File: src/rtl/gcd_pkg.sv
// Shared definitions for the subtraction-based GCD controller: state encoding,
// default operand width and the iteration-counter width helper.
package gcd_pkg;

    localparam int GCD_WIDTH_DEF = 8;

    typedef enum logic [2:0] {
        S_IDLE,
        S_LOAD,
        S_CMP,
        S_SUB_X,
        S_SUB_Y,
        S_DONE,
        S_ERR
    } gcd_state_t;

    // Bits needed to hold 0..max_iter inclusive; never less than one bit.
    function automatic int cnt_width(input int max_iter);
        return (max_iter < 1) ? 1 : $clog2(max_iter + 1);
    endfunction

endpackage

File: src/rtl/gcd_ctrl_if.sv
// Handshake, comparator-flag and datapath-strobe bundle between the GCD
// controller (master) and its X/Y datapath plus requester (slave).
interface gcd_ctrl_if;

    logic start;
    logic eq_in;
    logic lt_in;
    logic gt_in;
    logic ld_x;
    logic ld_y;
    logic sel_x;
    logic sel_y;
    logic busy;
    logic done;
    logic err;

    modport master (
        input  start, eq_in, lt_in, gt_in,
        output ld_x, ld_y, sel_x, sel_y, busy, done, err
    );

    modport slave (
        output start, eq_in, lt_in, gt_in,
        input  ld_x, ld_y, sel_x, sel_y, busy, done, err
    );

endinterface

File: src/rtl/gcd_iter_cnt.sv
// Saturating subtract-step counter used as the GCD watchdog; at_limit_o is
// high while the count sits at MAX_ITER.
module gcd_iter_cnt
    import gcd_pkg::*;
#(
    parameter int MAX_ITER = (1 << GCD_WIDTH_DEF) - 1,
    localparam int CW      = cnt_width(MAX_ITER)
) (
    input  logic          clk,
    input  logic          rst_n,
    input  logic          clr_i,
    input  logic          inc_i,
    output logic [CW-1:0] cnt_o,
    output logic          at_limit_o
);

    localparam logic [CW-1:0] LIMIT = CW'(MAX_ITER);

    logic [CW-1:0] cnt_q;
    logic [CW-1:0] cnt_d;

    // NOTE: every combinational output gets a default first, so no path leaves it unassigned and no latch is inferred.
    always_comb begin
        cnt_d = cnt_q;
        if (clr_i) begin
            cnt_d = '0;
        end else if (inc_i && (cnt_q != LIMIT)) begin
            cnt_d = cnt_q + CW'(1);
        end
    end

    // NOTE: state registers use non-blocking assignments so all flops sample pre-edge values together.
    always_ff @(posedge clk or negedge rst_n) begin
        if (!rst_n) begin
            cnt_q <= '0;
        end else begin
            cnt_q <= cnt_d;
        end
    end

    assign cnt_o      = cnt_q;
    assign at_limit_o = (cnt_q == LIMIT);

endmodule

File: src/rtl/gcd_ctrl.sv
// Moore control FSM for the subtraction GCD engine: drives X/Y load/select
// strobes from comparator flags, owns start/done and the iteration watchdog.
module gcd_ctrl
    import gcd_pkg::*;
#(
    parameter int WIDTH    = GCD_WIDTH_DEF,
    parameter int MAX_ITER = (1 << WIDTH) - 1
) (
    input  logic            clk,
    input  logic            rst_n,
    gcd_ctrl_if.master      bus
);

    localparam int CW = cnt_width(MAX_ITER);

    gcd_state_t    state_q;
    gcd_state_t    state_d;
    logic          cnt_clr;
    logic          cnt_inc;
    logic          at_limit;
    logic [CW-1:0] iter_cnt_unused;
    logic          flags_onehot;

    // Only the limit flag steers the FSM; the raw count is kept for visibility.
    gcd_iter_cnt #(
        .MAX_ITER (MAX_ITER)
    ) u_iter_cnt (
        .clk        (clk),
        .rst_n      (rst_n),
        .clr_i      (cnt_clr),
        .inc_i      (cnt_inc),
        .cnt_o      (iter_cnt_unused),
        .at_limit_o (at_limit)
    );

    assign flags_onehot = $onehot({bus.eq_in, bus.lt_in, bus.gt_in});

    always_ff @(posedge clk or negedge rst_n) begin
        if (!rst_n) begin
            state_q <= S_IDLE;
        end else begin
            state_q <= state_d;
        end
    end

    always_comb begin
        state_d = state_q;
        unique case (state_q)
            S_IDLE:  if (bus.start) state_d = S_LOAD;
            S_LOAD:  state_d = S_CMP;
            S_CMP: begin
                // A corrupt comparator is fatal; the watchdog only beats gt/lt.
                if (!flags_onehot)    state_d = S_ERR;
                else if (bus.eq_in)   state_d = S_DONE;
                else if (at_limit)    state_d = S_ERR;
                else if (bus.gt_in)   state_d = S_SUB_X;
                else                  state_d = S_SUB_Y;
            end
            S_SUB_X, S_SUB_Y: state_d = S_CMP;
            S_DONE, S_ERR:    state_d = S_IDLE;
            default:          state_d = S_IDLE;
        endcase
    end

    always_comb begin
        bus.ld_x  = 1'b0;
        bus.ld_y  = 1'b0;
        bus.sel_x = 1'b0;
        bus.sel_y = 1'b0;
        bus.done  = 1'b0;
        bus.err   = 1'b0;
        bus.busy  = (state_q != S_IDLE);
        cnt_clr   = 1'b0;
        cnt_inc   = 1'b0;
        unique case (state_q)
            S_LOAD: begin
                bus.ld_x = 1'b1;
                bus.ld_y = 1'b1;
                cnt_clr  = 1'b1;
            end
            S_SUB_X: begin
                bus.ld_x  = 1'b1;
                bus.sel_x = 1'b1;
                cnt_inc   = 1'b1;
            end
            S_SUB_Y: begin
                bus.ld_y  = 1'b1;
                bus.sel_y = 1'b1;
                cnt_inc   = 1'b1;
            end
            S_DONE: bus.done = 1'b1;
            S_ERR: begin
                bus.done = 1'b1;
                bus.err  = 1'b1;
            end
            default: ;
        endcase
    end

endmodule

File: src/flat_wrapper.sv
// flat-port wrapper written by rule: the top's interface ports become plain ports
module gcd_ctrl_flat import gcd_pkg::*;
#(
    parameter int WIDTH    = GCD_WIDTH_DEF,
    parameter int MAX_ITER = (1 << WIDTH) - 1
)
  (clk, rst_n, bus_start, bus_eq_in, bus_lt_in, bus_gt_in, bus_ld_x, bus_ld_y, bus_sel_x, bus_sel_y, bus_busy, bus_done, bus_err);
  gcd_ctrl_if bus_i ();
  input  logic clk;
  input  logic rst_n;
  input wire logic [$bits(bus_i.start)-1:0] bus_start;
  input wire logic [$bits(bus_i.eq_in)-1:0] bus_eq_in;
  input wire logic [$bits(bus_i.lt_in)-1:0] bus_lt_in;
  input wire logic [$bits(bus_i.gt_in)-1:0] bus_gt_in;
  output wire logic [$bits(bus_i.ld_x)-1:0] bus_ld_x;
  output wire logic [$bits(bus_i.ld_y)-1:0] bus_ld_y;
  output wire logic [$bits(bus_i.sel_x)-1:0] bus_sel_x;
  output wire logic [$bits(bus_i.sel_y)-1:0] bus_sel_y;
  output wire logic [$bits(bus_i.busy)-1:0] bus_busy;
  output wire logic [$bits(bus_i.done)-1:0] bus_done;
  output wire logic [$bits(bus_i.err)-1:0] bus_err;
  assign bus_i.start = bus_start;
  assign bus_i.eq_in = bus_eq_in;
  assign bus_i.lt_in = bus_lt_in;
  assign bus_i.gt_in = bus_gt_in;
  assign bus_ld_x = bus_i.ld_x;
  assign bus_ld_y = bus_i.ld_y;
  assign bus_sel_x = bus_i.sel_x;
  assign bus_sel_y = bus_i.sel_y;
  assign bus_busy = bus_i.busy;
  assign bus_done = bus_i.done;
  assign bus_err = bus_i.err;
  gcd_ctrl #(.WIDTH(WIDTH), .MAX_ITER(MAX_ITER)) u_core (.clk(clk), .rst_n(rst_n), .bus(bus_i));
endmodule
File: config.mk
export PLATFORM = sky130hd
export DESIGN_NAME = gcd_ctrl_flat
export DESIGN_NICKNAME = d
export VERILOG_FILES = /design/src/rtl/gcd_pkg.sv /design/src/rtl/gcd_ctrl_if.sv /design/src/rtl/gcd_iter_cnt.sv /design/src/rtl/gcd_ctrl.sv /design/src/flat_wrapper.sv
export SDC_FILE = /design/constraint.sdc
export NUM_CORES = 1
export LEC_CHECK = 0
export BUFFER_PORTS_ARGS = -buffer_cell sky130_fd_sc_hd__buf_2
export CAP_MARGIN = 20
export CORE_MARGIN = 10
export CORE_UTILIZATION = 50
export DETAILED_ROUTE_END_ITERATION = 12
export PLACE_DENSITY = 0.73
export SLEW_MARGIN = 10
export SYNTH_ARGS = -nofsm -noshare
export SYNTH_HDL_FRONTEND = slang
export SYNTH_HIERARCHICAL = 1
export SYNTH_SLANG_ARGS = --single-unit
File: constraint.sdc
create_clock -name clk -period 2.8 [get_ports clk]
set_input_delay 0.56 -clock clk [delete_from_list [all_inputs] [get_ports clk]]
set_output_delay 0.56 -clock clk [all_outputs]
set_load 0.005 [all_outputs]
# [Word level (Yosys, flattened, before mapping)]
# Index checks and enable logic that the tools add are counted.
[op_classes] add_sub_neg=3 multipliers=0 div_mod_pow=0 magnitude_cmp=0 eq_ne=10 shift=0 mux=16 n_bitwise=0 reduce_logical=9
[ops] op="2-to-1 mux 8 bit" n=2
[ops] op="2-to-1 mux 3 bit" n=5
[ops] op="equality test 3 bit (second input constant)" n=3
[ops] op="one-hot mux 3 bit (3 select lines)" n=1
[ops] op="adder 8 x 1 -> 8 bit (second input constant)" n=1
[ops] op="equality test 8 bit (second input constant)" n=1
[ops] op="2-to-1 mux 1 bit" n=8
[ops] op="inequality test 8 bit (second input constant)" n=1
[ops] op="OR reduction 2 bit" n=4
[ops] op="equality test 3 x 2 -> 1 bit (second input constant)" n=2
[ops] op="equality test 3 x 1 -> 1 bit (second input constant)" n=1
[ops] op="logical NOT 3 bit" n=1
[ops] op="nonzero test 3 bit" n=1
[ops] op="OR reduction 3 bit" n=1
[ops] op="adder 1 x 1 -> 2 bit" n=1
[ops] op="adder 2 x 1 -> 2 bit" n=1
[ops] op="equality test 2 x 1 -> 1 bit (second input constant)" n=1
[ops] op="inequality test 2 bit (second input constant)" n=1
[ops] op="nonzero test 2 bit" n=1
[ops] op="logical AND 1 bit" n=1
[totals] regBits=11 latch_bits=0 mem_bits_rw=0 rom_bits=0 wordCells=40 memories=0

# [Logic depth before layout (Yosys ltp)]
[depth] depth_word=6 depth_mapped=7 ltp_nobuf=6

# [Cells and area by module]
# The synthesis kept the hierarchy.
[modules_own_cells] mod="gcd_iter_cnt" instances=1 cells_each=47 area_per_inst_um2=469.2 seq_area_each_um2=200.2
[modules_own_cells] mod="gcd_ctrl" instances=1 cells_each=29 area_per_inst_um2=270.3 seq_area_each_um2=75.1

# [Worst setup path before layout]
# Ideal clock, no wire load.
[synth_timing] kind="in2reg" start="in bus_eq_in" end="reg u_core.state_q[1]" setup_ps=126 arrival_time_ps=1662 path_slack_ps=1012 path_stages=4 n_path_buf=0 cell_sequence="fa_1 nor2b_1 o21ai_0 a311o_1"
[synth_via] elab_chain_cells=4
[synth_lines] item="from (decl)" line="flat_wrapper.sv:12" rtl="input wire logic [$bits(bus_i.eq_in)-1:0] bus_eq_in;"
[synth_lines] item="adder 2 x 1 -> 2 bit (implied by the code)" line="gcd_ctrl.sv:36" rtl="assign flags_onehot = $onehot({bus.eq_in, bus.lt_in, bus.gt_in});"
[synth_lines] item="equality test 2 x 1 -> 1 bit" line="gcd_ctrl.sv:36"
[synth_lines] item="2-to-1 mux 3 bit *" line="gcd_ctrl.sv:53" rtl="if (!flags_onehot) state_d = S_ERR;"
[synth_lines] item="one-hot mux 3 bit (3 select lines) *" line="gcd_ctrl.sv:48" rtl="unique case (state_q)"
[synth_lines] item="to (signal assigned)" line="gcd_ctrl.sv:42" rtl="state_q <= state_d;"
[synth_lines] item="to (decl)" line="gcd_ctrl.sv:16" rtl="gcd_state_t state_q;"
# Every way passes the cells marked *; elsewhere a longest branch is shown, timed or not.
# A chain may end at the register's enable or synchronous reset.

# [Worst setup path in the final report]
[layout_timing] start="reg u_core.state_q[0]" end="reg u_core.u_iter_cnt.cnt_q[7], in the netlist u_core/u_iter_cnt/cnt_o[7]"
[layout_via] elab_chain_cells=5
[layout_lines] item="equality test 3 x 2 -> 1 bit / equality test 3 bit (equally long branches)" line="gcd_ctrl.sv:75" rtl="unique case (state_q)"
[layout_lines] item="OR reduction 2 bit (no source line) *"
[layout_lines] item="2-to-1 mux 1 bit *" line="gcd_ctrl.sv:75"
[layout_lines] item="net u_core.cnt_inc" line="gcd_ctrl.sv:19" rtl="logic cnt_inc;"
[layout_lines] item="logical AND 1 bit *" line="gcd_iter_cnt.sv:27" rtl="end else if (inc_i && (cnt_q != LIMIT)) begin"
[layout_lines] item="nonzero test 2 bit (no source line) *"
[layout_lines] item="to (signal assigned)" line="gcd_iter_cnt.sv:37" rtl="cnt_q <= cnt_d;"
[layout_lines] item="to (decl)" line="gcd_iter_cnt.sv:19" rtl="logic [CW-1:0] cnt_q;"
# The timed path passes the listed nets; every way through them passes the cells marked *.

==> flow_summary.ini <==
[timing]
final.setup_skew_ns = 0.00331
hold_viol_final = 0
rsz0062_at_grt = no
max-slew-margin-rel_pct = 53.0
period_minus_slack_ns = 1.92
slew_viol_final = 0
fin_crit_sh_pct = 68.5
setup_violations = 0
clock.fmax_ghz = 0.521
timing.hold.ws_ns = 0.144
max_slew.worst_pin.slew_ns = 0.704
finalSetupTns_ns = 0

[placed_design]
dp_hpwl_um = 1130
numPortBuffers = 12
dp_cells = 100
globalplace.congestion = 0.802

[clock_tree]
cts_buffer_depth = 2
tritoncts = built
cts_sinks = 11
htreeDepth = 1
clock_latency_ns = 0.27
cts_inserted_buffers = 3
ctsHoldBuffers = 0
cts_resized = 0
post_cts_buffers = 0
root_buffer = clkbuf_4
path_clk_slew_ns = 0.07

[synth]
yosys.area_share.simple_pct = 30.8
syn_inst = 76
synth_top_family_by_area = simple AND/OR/NAND/NOR gates
ys_ff_latch = 11
syn_avg_cell_area_um2 = 9.73
synth-main-ff-cell = dfrtp_1
yosysSeqAreaShare_pct = 37.2
async_flop_share_pct = 100
ys_types = 37
synth-xor-area-share_pct = 2.37
synth_compound_area_share_pct = 15.7
syn_area_um2 = 739
synth_fp_nets = 84
synth_warnings = 6
synth_mux_area_share_pct = 4.91
synth_adder_area_share_pct = 4.40
synth-edff-count = 0

[cells_and_area]
area_growth_pct = 11.2
seqCellArea_um2 = 275
final_cell_count_no_fill = 104
drive_gt1_share_pct = 27.0
multi_input_area_um2 = 430
nFillCells = 134
final_core_util_pct = 60.9
antenna_cells = 0
num-nets-final = 98

[worst_hold_path]
hold_path.class = in -> async

[grt]
grt_overflow = 0
grt_max_degree = 12
grt_pass1_vias = 510
antenna_found_initial = 0
grt_pass1_wl_um = 2380
grt_usage_pct = 8.80

[floorplan]
die_h_um = 58.5
dieWidth_um = 58.5
num_rows = 13
dieArea_mm2 = 0.00342
coreArea_mm2 = 0.00135
start_util_pct = 54.8
io_pins = 13

[worst_setup_path]
rr_startpoint = u_core/state_q[0]$_DFFE_PN0P_
critPathLaunchType = flop
end_kind = flop
critPathCapture = u_core/u_iter_cnt/cnt_o[7]$_DFFE_PN0P_
timing.rr.end = u_core/u_iter_cnt/cnt_o[7]$_DFFE_PN0P_
critPathKind = reg -> reg
crit_fanout = 7
r2r_slack_ns = 0.88
crit_required_ns = 2.96
reg2regPathDepth = 6
cp.arrival_ns = 2.08
worstSetupStartpoint = u_core/state_q[0]$_DFFE_PN0P_

[drt]
drc = 0
drt_pass1_iterations = 4
drtAntennaViolNets = 0
num_vias = 589
viasPerCell = 5.66
wl_um = 1460
wire_per_inst_um = 14.0
drt_iter0_drc = 7

[pwr]
ir_drop_uv = 496
p_leak_nw = 0.358
p_per_area_mw_per_mm2 = 839
power_mw = 0.690

[outcome]
status = complete, no violations

[flow_run]
maxCapViolations = 0
[critical path, stage by stage, from the launching register on]
cell and delay [ns]:
dfrtp_1 0.50, nor2b_4 0.23, and2_4 0.15, or2_1 0.20, nand4_1 0.16, nor3_1 0.21
mux2_2 0.36
[layer usage]
metal / global-route usage, % / wire (µm) / up-vias
met5: 0 / 0 / -
met4: 2.01 / 7 / 0
met3: 5.15 / 86 / 2
met2: 11.7 / 601 / 9
met1: 11.7 / 758 / 271
li1: - / - / 307
[cell families (layout without fill, tap and decap cells)]
group                    after synthesis  after routing
AND/OR/NAND/NOR                       36             36
AO/OA/AOI/OAI                         16             16
flip-flops                            11             11
buffers and inverters                  6             19
multiplexers                           3              3
adder cells (fa/ha/maj)                2              2
XOR/XNOR                               2              2
[state kept, by name (all words and copies together), names as in the netlist]
register	cells
u_core/u_iter_cnt/cnt_o	8
u_core/state_q	3
[final cells by class]
type	instances	share of cell area [%]
multi-input combinational	59	52.4
tap	15	2.28
sequential	11	33.5
clock buffer	4	3.20
inverter	3	1.37
timing repair buffer	12	7.31
[layout by cell type (no fill, tap or decap), types with 4 or more instances in the layout]
cell and instances:
nor2b_1 4, dfrtp_1 11, nor2_1 5, buf_2 12, nand2b_1 4, a211oi_1 4
[worst min path at each step]
stage,end,slack [ns],depth (start not counted)
6_report,u_core/state_q[2]$_DFFE_PN0P_,0.14,1
2_1_floorplan,u_core/state_q[0]$_DFFE_PN0P_,0.26,0
3_5_place_dp,u_core/u_iter_cnt/cnt_o[3]$_DFFE_PN0P_,0.44,1
3_3_place_gp,u_core/u_iter_cnt/cnt_o[3]$_DFFE_PN0P_,0.44,1
5_1_grt,u_core/u_iter_cnt/cnt_o[7]$_DFFE_PN0P_,0.15,1
4_1_cts,u_core/u_iter_cnt/cnt_o[7]$_DFFE_PN0P_,0.15,1
[stage by stage]
step           area (µm²)  setup slack (ns)
6_report              822             0.882
5_1_grt               822             0.773
4_1_cts               822             0.901
3_5_place_dp          796             0.809
3_3_place_gp          796             0.849
2_1_floorplan         739              1.01
[where the power goes]
group / internal [mW] / switching (mW)
logic: 0.165 / 0.136
registers: 0.205 / 0.0781
clock network: 0.0552 / 0.0507
[cells in the mapped netlist, types with 3 or more instances]
master     n  area (µm²)
nand2b_1   4        25.0
nor3_1     3        15.0
inv_1      3        11.3
nor2_1     5        18.8
nand3_1    3        15.0
a21oi_1    3        15.0
nor2b_1    4        25.0
a211oi_1   4        30.0
nand2_1    3        11.3
dfrtp_1   11         275
nor3b_1    3        22.5
Power figures use the tool's default switching activity.
